### config.mk
export PLATFORM = sky130hd
export DESIGN_NAME = truth_table_scanner
export DESIGN_NICKNAME = d
export VERILOG_FILES = /design/src/rtl/truth_table_scanner.sv
export SDC_FILE = /design/constraint.sdc
export NUM_CORES = 1
export LEC_CHECK = 0
export CAP_MARGIN = 40
export CORE_ASPECT_RATIO = 1.75
export CORE_MARGIN = 1
export CORE_UTILIZATION = 45
export CTS_BUF_LIST = sky130_fd_sc_hd__clkbuf_4 sky130_fd_sc_hd__clkbuf_8
export DETAILED_ROUTE_END_ITERATION = 10
export PLACE_DENSITY = 0.82
export SETUP_SLACK_MARGIN = 0.1
export SLEW_MARGIN = 20
export SYNTH_ARGS = -nofsm -noshare
export SYNTH_HDL_FRONTEND = slang
export SYNTH_SLANG_ARGS = --single-unit
export TNS_END_PERCENT = 10
### constraint.sdc
create_clock -name clk -period 2.7 [get_ports clk]
set_clock_uncertainty 0.2 [all_clocks]
set_input_delay 0.54 -clock clk [delete_from_list [all_inputs] [get_ports clk]]
set_output_delay 0.54 -clock clk [all_outputs]
set_load 0.02 [all_outputs]
### src/rtl/truth_table_scanner.sv
// truth_table_scanner: steps a 3-input circuit through all codes, captures its truth table
// and compares it with an expected table, reporting the verdict on an RGB LED.
module truth_table_scanner #(
   parameter int SETTLE_CYC = 2
) (
   input  logic       clk,
   input  logic       rst,
   input  logic       start,
   input  logic [7:0] expected,
   output logic [2:0] abc_o,
   input  logic       y_i,
   output logic       busy,
   output logic       done,
   output logic [7:0] result,
   output logic       pass,
   output logic       fail,
   output logic [2:0] led_rgb
);
   typedef enum logic [1:0] {IDLE, DRIVE, SAMPLE, DONE} state_t;
   state_t     state;
   logic [2:0] idx;
   logic [7:0] cnt;
   logic [7:0] exp_q;
   logic [7:0] final_res;
   // only used on the last sample, so the incoming bit lands in position 7
   always_comb final_res = {y_i, result[6:0]};
   always_ff @(posedge clk) begin
      if (rst) begin
         state   <= IDLE;
         idx     <= '0;
         cnt     <= '0;
         exp_q   <= '0;
         abc_o   <= '0;
         busy    <= 1'b0;
         done    <= 1'b0;
         result  <= '0;
         pass    <= 1'b0;
         fail    <= 1'b0;
         led_rgb <= 3'b000;
      end else begin
         case (state)
            IDLE: if (start) begin
               state   <= DRIVE;
               idx     <= '0;
               abc_o   <= '0;
               cnt     <= '0;
               result  <= '0;
               pass    <= 1'b0;
               fail    <= 1'b0;
               exp_q   <= expected;
               busy    <= 1'b1;
               led_rgb <= 3'b001;
            end
            DRIVE: begin
               cnt <= cnt + 8'd1;
               if (cnt == 8'(SETTLE_CYC - 1)) state <= SAMPLE;
            end
            SAMPLE: begin
               result[idx] <= y_i;
               if (idx == 3'd7) begin
                  state   <= DONE;
                  done    <= 1'b1;
                  pass    <= final_res == exp_q;
                  fail    <= final_res != exp_q;
                  led_rgb <= final_res == exp_q ? 3'b010 : 3'b100;
               end else begin
                  state <= DRIVE;
                  idx   <= idx + 3'd1;
                  abc_o <= idx + 3'd1;
                  cnt   <= '0;
               end
            end
            DONE: begin
               state <= IDLE;
               done  <= 1'b0;
               busy  <= 1'b0;
            end
            default: state <= IDLE;
         endcase
      end
   end
endmodule

==> flow_summary.yaml <==
sta:
  rsz0062_at_grt: "false"
  timing_hold_violations_final: 0
  setup_viol: 0
  fmax_ghz: 0.447
  finalCritPeriodShare_pct: 82.8
  maxSlewViolCount: 0
  tns_ns: 0
  worstMarginPinSlew_ns: 0.477
  min_period_ns: 2.24
  relSlewSlack_pct: 68.2
grt:
  antenna_found_initial: 0
  first_global_vias: 1361
  overflow: 0
  grt_max_degree: 27
  grt.total_usage_pct: 20.8
  grt_pass1_wl_um: 5710
drt:
  wl_um: 3720
  drtAntennaViolNets: 0
  drc_errors: 0
  dr.pass1.iters: 4
  wl_per_cell_um: 14.0
  drt_iter0_markers: 28
  vias: 1441
  viasPerCell: 5.42
clock_network:
  cts_tree: "done"
  htreeDepth: 2
  cts_buffers: 5
  clock_sink_count: 34
  clk_latency_ns: 0.28
  post_cts_buffers: 0
  path_clk_slew_ns: 0.07
  cts.repair.resized: 0
  clock_tree.buffer_depth: 2
  hold_buffers: 0
  root_buffer: "clkbuf_8"
power:
  p_leak_nw: 0.763
  sequentialPowerShare_pct: 50.9
  switchingPower_w: 0.000287
  clockPowerShare_pct: 34.3
  p_per_area_nw_per_um2: 529
  total_power_w: 0.00108
  peakVddDrop_uv: 306
  p_int_w: 0.000791
  sw_frac_of_total_pct: 26.7
  p_comb_share_pct: 14.8
placed_design:
  portBuffers: 29
  dp_hpwl_um: 2760
  place_area_um2: 1950
  gp_congestion: 0.841
logic_synthesis:
  yosysTopAreaCell: "dfxtp_1"
  synthesis.area_um2: 1630
  yosysWarnings: 0
  synthCells: 193
  synth_top_area_share_pct: 41.8
  avgSynthCellArea_um2: 8.43
  ys_types: 34
  ys_seq_elements: 34
  async_flop_share_pct: 0
  synthesis.nets: 210
  yosysSeqAreaShare_pct: 41.8
  synth_flop_cell: "dfxtp_1"
  synthTopCellsByArea: "dfxtp_1, a21oi_1, nand2_1"
  synth_edf_count: 0
critical_path:
  slowest_stage: "or3b_1"
  critPathLaunchType: "flip-flop"
  max_stage_delay_ns: 0.52
  cp_cell_sequence: "ha_1, ha_1, or3b_1, a2111oi_4, xnor2_1, nor2_1"
  worstPathArrival_ns: 2.20
  path_delay_family: "simple AND/OR/NAND/NOR gates"
  crit_top_cell: "ha_1"
  cp.depth: 6
  cp_num_buf_inv: 0
  required_ns: 2.67
  worstSetupEndpointType: "flip-flop"
  worstSetupPathType: "flip-flop to flip-flop"
  path_max_fanout: 10
  ff2ff_path_depth: 6
floorplan:
  rows: 28
  core_area_um2: 3430
  io_pins: 30
  die_h_um: 81.6
  initial_core_util_pct: 47.4
  dieArea_um2: 3870
  die_x_um: 47.5
layout:
  num_antenna_cells: 0
  syn_to_final_growth_pct: 25.1
  fin_area_um2: 2040
  drive_gt1_share_pct: 6.79
  layout.nets: 238
  final_core_util_pct: 59.3
min_path:
  hold_depth: 2
  hold_path_class: "flip-flop to flip-flop"
flow_run:
  maxCapViolCount: 0
run_status:
  status: "finished clean"
routing by layer:
layer	track usage, %	up-vias	wire, um
met5	0	-	0
met4	11.7	0	26
met3	5.49	2	71
met2	36.6	21	2150
met1	20.7	694	1480
li1	-	724	-
cells in the mapped netlist (all sizes together) (2+ instances only):
master  number
dfxtp       34
a21oi       28
nand2       22
nor2        18
nand3        9
clkbuf       8
xor2         8
nand2b       6
xnor2        6
buf          5
ha           5
nand4        5
a211oi       4
inv          4
nor2b        4
o21ai        3
o311ai       3
a31oi        2
and3         2
nor4         2
nor4bb       2
o211ai       2
o21bai       2
cells by family after synthesis:
kind of cell    Yosys count  synth area share, %
xor+xnor                 14                 7.53
mux                       1                0.615
simple gates             74                 22.5
flops                    34                 41.8
buf+inv                  17                 4.61
compound gates           48                 19.1
fa+ha+maj                 5                 3.84
flip-flops by register name, indices dropped and copies added, names as in the netlist:
| register | flops |
|---|---|
| cnt | 8 |
| pass | 1 |
| led_rgb | 1 |
| exp_q | 8 |
| idx | 3 |
| result | 8 |
| fail | 1 |
| busy | 1 |
| done | 1 |
| state | 2 |
power by group through the flow:
stage / registers, W / logic, W / clock network [W]
CTS: 0.000548 / 0.000159 / 0.000382
finish: 0.000549 / 0.000160 / 0.000369
floorplan: 0.000553 / 0.000106 / 0
global placement: 0.000558 / 0.000156 / 0
global route: 0.000552 / 0.000175 / 0.000401
detailed placement: 0.000560 / 0.000159 / 0
tightest hold or removal path, stage by stage, from the launching register on:
cell and delay [ns]:
dfxtp_1 0.32, nand2_1 0.05, a21oi_1 0.05
layout make-up:
| cell class | instances | area (um^2) |
|---|---|---|
| clock buffer | 7 | 83.8 |
| timing repair buffer | 34 | 328 |
| multi-input combinational | 142 | 872 |
| tap | 45 | 56.3 |
| fill | 343 | 1400 |
| sequential | 34 | 681 |
| inverter | 4 | 15.0 |
cell usage in the layout (no fill, tap or decap), drive strengths merged, types with 2 or more instances in the layout:
cell type / synthesis / routed
dfxtp: 34 / 34
clkdlybuf4s50: 0 / 29
a21oi: 28 / 28
nand2: 22 / 22
nor2: 18 / 18
nand3: 9 / 9
xor2: 8 / 8
clkbuf: 8 / 7
nand2b: 6 / 6
xnor2: 6 / 6
nand4: 5 / 5
ha: 5 / 5
buf: 5 / 5
inv: 4 / 4
nor2b: 4 / 4
a211oi: 4 / 4
o311ai: 3 / 3
o21ai: 3 / 3
o211ai: 2 / 2
nor4bb: 2 / 2
nor4: 2 / 2
a31oi: 2 / 2
and3: 2 / 2
o21bai: 2 / 2
path summary, 6_finish.rpt:
kind             from        to  slack, ns
min          exp_q[0]  exp_q[0]       0.27
max            idx[1]    cnt[7]       0.46
max reg2reg    idx[1]    cnt[7]       0.46
min reg2reg  exp_q[0]  exp_q[0]       0.27
stage by stage:
stage	hold WS (ns)	instances	setup WS, ns
2_1_floorplan	0.248	193	0.560
3_3_place_gp	0.254	259	0.436
3_5_place_dp	0.259	259	0.381
4_1_cts	0.268	266	0.467
5_1_grt	0.291	266	0.357
6_report	0.266	266	0.464
Note: power is estimated with default switching activity, not from simulation.
